==> src/rtl/cpu_out_fifo.sv <==
// cpu_out_fifo: captures every change of CPUOut into a small FIFO for a downstream consumer.
// Ports:
//    CLK      - single clock, all state updates on its rising edge
//    Reset    - synchronous active-low reset
//    CPUOut   - CPU output word being monitored (WIDTH bits)
//    OutData  - head-of-FIFO word, combinational read at the read pointer
//    OutValid - FIFO non-empty
//    OutReady - consumer accepts OutData when high
//    Count    - occupied entries (log2(DEPTH)+1 bits)
//    Full     - Count == DEPTH
//    Overflow - sticky flag, a capture was dropped because the FIFO was full
//    OutStamp - (CPU_OUT_TIMESTAMP_EN only) capture cycle stamp aligned with OutData
// Optional feature: define CPU_OUT_TIMESTAMP_EN to stamp each accepted word with a
// 16-bit free-running cycle counter.
module cpu_out_fifo #(
   parameter int WIDTH = 32,
   parameter int DEPTH = 8
) (
   input  logic                    CLK,
   input  logic                    Reset,
   input  logic [WIDTH-1:0]        CPUOut,
   output logic [WIDTH-1:0]        OutData,
   output logic                    OutValid,
   input  logic                    OutReady,
   output logic [$clog2(DEPTH):0]  Count,
   output logic                    Full,
   output logic                    Overflow
`ifdef CPU_OUT_TIMESTAMP_EN
   ,
   output logic [15:0]             OutStamp
`endif
);
   localparam int AW = $clog2(DEPTH);
   logic [WIDTH-1:0] r_mem [DEPTH];
   logic [AW-1:0]    r_wp;
   logic [AW-1:0]    r_rp;
   logic [AW:0]      r_count;
   logic [WIDTH-1:0] r_last;
   logic             r_ovf;
   logic             w_push;
   logic             w_pop;
   logic             w_wr;
   // Reset gates both push and pop so nothing moves during a reset cycle.
   always_comb begin
      w_push = Reset && (CPUOut != r_last);
      w_pop  = Reset && OutValid && OutReady;
      // A full FIFO still accepts a word when the head leaves in the same cycle.
      w_wr   = w_push && (!Full || w_pop);
   end
   assign OutValid = r_count != '0;
   assign Full     = r_count == (AW+1)'(DEPTH);
   assign Count    = r_count;
   assign Overflow = r_ovf;
   assign OutData  = r_mem[r_rp];
   always_ff @(posedge CLK) begin
      if (!Reset) begin
         r_wp    <= '0;
         r_rp    <= '0;
         r_count <= '0;
         r_last  <= '0;
         r_ovf   <= 1'b0;
      end else begin
         if (w_wr) r_wp <= r_wp + 1'b1;
         if (w_pop) r_rp <= r_rp + 1'b1;
         r_count <= (w_wr && !w_pop) ? r_count + 1'b1 :
                    (w_pop && !w_wr) ? r_count - 1'b1 : r_count;
         // Last tracks every detected change, even a dropped one, so a held value is not retried.
         if (w_push) r_last <= CPUOut;
         if (w_push && !w_wr) r_ovf <= 1'b1;
      end
   end
   // Storage is not reset so it can map onto plain RAM.
   always_ff @(posedge CLK) begin
      if (w_wr) r_mem[r_wp] <= CPUOut;
   end
`ifdef CPU_OUT_TIMESTAMP_EN
   logic [15:0] r_stamp;
   logic [15:0] r_smem [DEPTH];
   always_ff @(posedge CLK) begin
      r_stamp <= !Reset ? 16'd0 : r_stamp + 16'd1;
   end
   always_ff @(posedge CLK) begin
      if (w_wr) r_smem[r_wp] <= r_stamp;
   end
   assign OutStamp = r_smem[r_rp];
`endif
endmodule

==> config.mk <==
export PLATFORM = sky130hd
export DESIGN_NAME = cpu_out_fifo
export DESIGN_NICKNAME = d
export VERILOG_FILES = /design/src/rtl/cpu_out_fifo.sv
export SDC_FILE = /design/constraint.sdc
export NUM_CORES = 1
export LEC_CHECK = 0
export ABC_AREA = 1
export CORE_MARGIN = 1.5
export CORE_UTILIZATION = 50
export CTS_CLUSTER_DIAMETER = 50
export CTS_CLUSTER_SIZE = 24
export DETAILED_ROUTE_END_ITERATION = 10
export PLACE_DENSITY = 0.71
export SLEW_MARGIN = 0
export SYNTH_ARGS = -nofsm -noshare
export SYNTH_HDL_FRONTEND = slang
export SYNTH_SLANG_ARGS = --single-unit
==> constraint.sdc <==
create_clock -name CLK -period 3.3 [get_ports CLK]
set_clock_uncertainty 0.15 [all_clocks]
set_input_delay 0.66 -clock CLK [delete_from_list [all_inputs] [get_ports CLK]]
set_output_delay 0.66 -clock CLK [all_outputs]
set_load 0.01 [all_outputs]
# Word-level counts from Yosys, hierarchy flattened
# Memory sizes are Yosys's and may differ from the RTL's. A register that Yosys moved wholly into a read port is not among the register bits.
# Index checks and enable logic that the tools add are counted.
word_totals:
  mem_bits_rw: 256
  n_memories: 1
  rom_bits: 0
  out_inout_bits: 39
  reg_bits: 43
  latchBits: 0
  input_bits: 35
op_classes:
  eq_ne: 2
  shifts: 0
  n_addsub: 4
  n_lt_le_gt_ge: 0
  n_bitwise: 0
  n_mul: 0
  n_reduce_logical: 13
  n_mux: 6
  div_mod_pow: 0
memory_table:
  columns: ["memory", "words", "word_bits", "read_ports", "rd_clocked_by_memory_dff", "wr", "line_no", "source"]
  rows:
  - ["r_mem", 8, 32, 1, 1, 1, "34", "logic [WIDTH-1:0] r_mem [DEPTH];"]
op_table:
  columns: ["cell", "n"]
  rows:
  - ["$ne 32x32->1", 1]
  - ["$mux 4", 2]
  - ["$logic_and 1x1->1", 7]
  - ["$add 3x1->3 const B", 2]
  - ["$mux 3", 2]
  - ["$add 4x1->4 const B", 1]
  - ["$eq 4x4->1 const B", 1]
  - ["$reduce_bool 4->1", 1]
  - ["$sub 4x1->4 const B", 1]
  - ["$logic_not 1->1", 3]
  - ["$mux 1", 2]
  - ["$reduce_bool 2->1", 1]
  - ["$logic_or 1x1->1", 1]

# Longest topological paths before layout
logic_depth:
  ltp_word: 9
  depth_mapped: 21
  depth_no_buf: 21

# Worst setup path before layout
# No wires, ideal clock.
synth_path:
  kind: "input to register"
  start: "input CPUOut[7]"
  end: "memory r_mem[0][0], enable pin"
  t_arrival_ns: 2.761
  path_stages: 12
  required_ns: 2.729
  path_buffers: 0
  slack_ns: -0.032
  cell_sequence: "inv_1 -> nand2_1 -> nand2_1 -> nand2_1 -> nor2_1 -> nand2_1 -> nor2_4 -> nand2_4 -> nand3_2 -> inv_1 -> nand2_1 -> nor2_1"
synth_via:
  elab_chain_len: 5
synth_lines:
  columns: ["item", "line_no", "source"]
  rows:
  - ["from (decl)", "21", "input logic [WIDTH-1:0] CPUOut,"]
  - ["$ne 32x32->1", "45", "w_push = Reset && (CPUOut != r_last);"]
  - ["$logic_and 1x1->1", "45", null]
  - ["$logic_and 1x1->1", "48", "w_wr = w_push && (!Full || w_pop);"]
  - ["named net w_wr", "42", "logic w_wr;"]
  - ["$mux 1", "74", "if (w_wr) r_mem[r_wp] <= CPUOut;"]
  - ["$mux 1 (not written as such)", "74", null]
  - ["to (decl)", "34", null]
# The timed path passes the listed nets, and every way through them passes these cells.

==> impl_metrics.yaml <==
outcome:
  status: "completed"
clocking:
  cts_root_buffer: "clkbuf_16"
  clock_path_buffers: 3
  path_clk_slew_ns: 0.08
  numCtsBuffers: 25
  htree_levels: 1
  worstSkewPairLatency_ns: 0.54
  cts_sinks: 302
  cts_tree: "done"
grt:
  overflow: 0
  grt_pass1_wl_um: 43430
  antenna_found_initial: 0
  grt_max_degree: 63
  grt_pass1_vias: 7969
  grtUsageTotal: 0.2289
pwr:
  seq_power_share: 0.461
  leakage_nw: 5.472
  power_density_nw_per_um2: 669.3
  total_power_mw: 10.04
  ir_drop_mv: 0.4170
  p_sw_mw: 2.928
  sw_frac_of_total: 0.2918
  internal_power_mw: 7.109
  clock_power_share: 0.301
  power_frac_comb: 0.237
critical_path:
  crit_path_max_fanout: 13
  crit_buf_inv: 3
  timing_worst_setup_path_type: "flip-flop to primary output"
  cp_cell_sequence: "inv_2 > buf_4 > o21ai_0 > o22ai_1 > nor2_1 > a31oi_1 > clkdlybuf4s50_1"
  regToRegSetupSlack_ns: 0.60
  worstPathRequired_ns: 2.49
  r2r_end: "Count[3]$_SDFFE_PN0P_"
  crit_slowest_cell: "clkdlybuf4s50_1"
  critPathLaunchType: "flip-flop"
  critical-path-max-stage-delay_ns: 0.59
  r2r_start: "r_last[16]$_SDFFE_PN0P_"
  r2r_cells: 19
  worstSetupEndpointType: "primary output"
  crit_family: "buffers and inverters"
  worstPathArrival_ns: 2.41
detailed_routing:
  drtIter0Drc: 748
  wl_um: 28520
  vias: 8417
  vias_per_cell: 5.476
  ant_nets: 0
  drc: 0
  wl_per_cell_um: 18.56
  first_pass_iters: 5
floorplan:
  core-area_sq_um: 23610
  ios: 74
  die_y_um: 158.7
  rows: 56
  die_area_sq_um: 25180
  start_util: 0.5132
  die-width_um: 158.7
timing:
  worst_pin_slew_ns: 0.6395
  layout_setup_ws_ns: 0.08021
  whs_ns: 0.2883
  hold_viol: 0
  period_share: 0.9757
  slew-limit-headroom: 0.5732
  grt_setup_unrepaired: "yes"
  finalSetupViolations: 0
  fmax_mhz: 310.6
  fin_crit_ns: 3.220
  final_max_slew_viol_count: 0
  setup_tns_ns: 0
yosys:
  synth-edff-count: 256
  synth_area_leaders: "edfxtp_1 63%, nor2_1 8.7%, dfxtp_1 7.6%"
  yosysTopAreaCell: "edfxtp_1"
  yosysMostFrequentCell: "nor2_1"
  synth_common_cells: "280 x nor2_1, 256 x edfxtp_1, 140 x o21ai_0"
  netlist.area_leader.share: 0.6343
  synth_nets: 1104
  syn_area_per_cell_sq_um: 11.40
  ys_ff_latch: 302
  ys_types: 27
  yosysSeqAreaShare: 0.7103
  synth_flop_cell: "edfxtp_1"
  yosysWarnings: 0
  synth_area_sq_um: 12120
  ys_async_sr_fraction: 0
  synthCells: 1063
finish:
  fin_util: 0.6351
  fin_area_sq_um: 15000
  instances_no_fill: 1537
  diodes: 0
  final_nets: 1240
  final_layout_size_suffix_gt1_frac: 0.1379
  syn_to_final_growth_pct: 23.75
placement:
  place_inst: 1477
  postPlaceCellArea_sq_um: 13950
  hpwl_um: 16550
  portBuffers: 73
  dp_worst_setup_slack_ns: -0.3761
  place_congestion: 0.7701
min_path:
  hold_class: "flip-flop to flip-flop"
  min_from: "r_rp[2]$_SDFFE_PN0P_"
  min_path_cells: 1
flow_run:
  cap_viol_max_count: 0
[worst reg2reg max path, cell delays in order, from the launching register on]
cell	delay, ns
dfxtp_1	0.40
xnor2_1	0.13
nand2_1	0.08
nor2_1	0.15
nand2_1	0.16
nor2_4	0.15
nand2_4	0.07
nand3_2	0.06
inv_1	0.06
ha_1	0.19
inv_1	0.10
ha_1	0.23
nand2_1	0.06
nand2_1	0.05
a21oi_1	0.15
nor2_1	0.06
nor2_1	0.09
nand2_1	0.07
o21ai_0	0.14
a21oi_1	0.05
[layer usage]
layer / vias to the layer above / GRT usage / part of all wire
met5: - / 0 / 0
met4: 0 / 0.06943 / 0.020
met3: 42 / 0.03620 / 0.067
met2: 288 / 0.3789 / 0.48
met1: 4088 / 0.3131 / 0.43
li1: 3999 / - / -
[cells by family after synthesis]
group,count (synthesis),share of synthesized area
simple gates,393,0.1265
flops,302,0.7103
compound gates,237,0.1045
buf+inv,101,0.03459
xor+xnor,24,0.01734
fa+ha+maj,6,0.006814
[worst max path at each step]
| stage | startpoint | to | slack (ns) | depth (start not counted) |
|---|---|---|---|---|
| after global routing | flip-flop | OutData[15] | -0.02 | 7 |
| after detailed placement | CPUOut[22] | Count[3]$_SDFFE_PN0P_ | -0.38 | 21 |
| after floorplan | CPUOut[7] | r_mem[0][0]$_DFFE_PP_ | -0.03 | 12 |
| after global placement | CPUOut[22] | Count[3]$_SDFFE_PN0P_ | -0.31 | 21 |
| after CTS | flip-flop | OutData[3] | -0.04 | 6 |
| final | flip-flop | OutData[11] | 0.08 | 7 |
[cell usage in the layout, fill, tap and decap left out, types with 3 or more instances in the layout]
cell type,n
buf_4,65
o21ai_0,140
dlygate4sd2_1,7
o22ai_1,32
dlymetal6s2s_1,6
clkinv_8,5
a31oi_1,30
nand4_1,3
dfxtp_1,44
clkinv_4,3
nor2_4,10
inv_2,13
ha_1,5
a21oi_1,30
edfxtp_1,256
inv_8,4
nor3_1,12
xnor2_1,22
clkbuf_1,3
o21ai_1,3
nor2_1,272
nand2_1,89
clkdlybuf4s50_1,60
nand3_1,5
clkbuf_16,26
inv_6,3
buf_12,24
inv_1,28
[area by class of cell]
type / count / area (sq um)
Clock buffer: 28 / 636.9
Clock inverter: 18 / 221.5
Fill cell: 1777 / 8616
Inverter: 42 / 158.9
Multi-Input combinational cell: 660 / 3164
Sequential cell: 302 / 8616
Tap cell: 319 / 399.1
Timing Repair Buffer: 168 / 1800
[registers in the layout, indices dropped and copies added, names as in the netlist, named ones only]
| register | cells |
|---|---|
| Overflow | 1 |
| r_mem | 256 |
| r_last | 32 |
| Count | 4 |
| r_wp | 3 |
| r_rp | 3 |
[power by group through the flow]
stage | sequential (mW) | clock, mW | combinational [mW]
CTS | 4.64 | 3.06 | 2.34
global route | 4.66 | 3.22 | 2.59
finish | 4.63 | 3.02 | 2.38
detailed placement | 4.74 | 0 | 2.28
global placement | 4.73 | 0 | 2.24
floorplan | 4.70 | 0 | 1.16
[what timing repair did]
action | in CTS | in global routing
resized for setup | 11 | 12
endpoints found under the setup margin | 25 | 23
setup buffers | 5 | 7
hold buffers | 0 | 0
gates cloned | 1 | 1
Note: power is estimated with default switching activity, not from simulation.
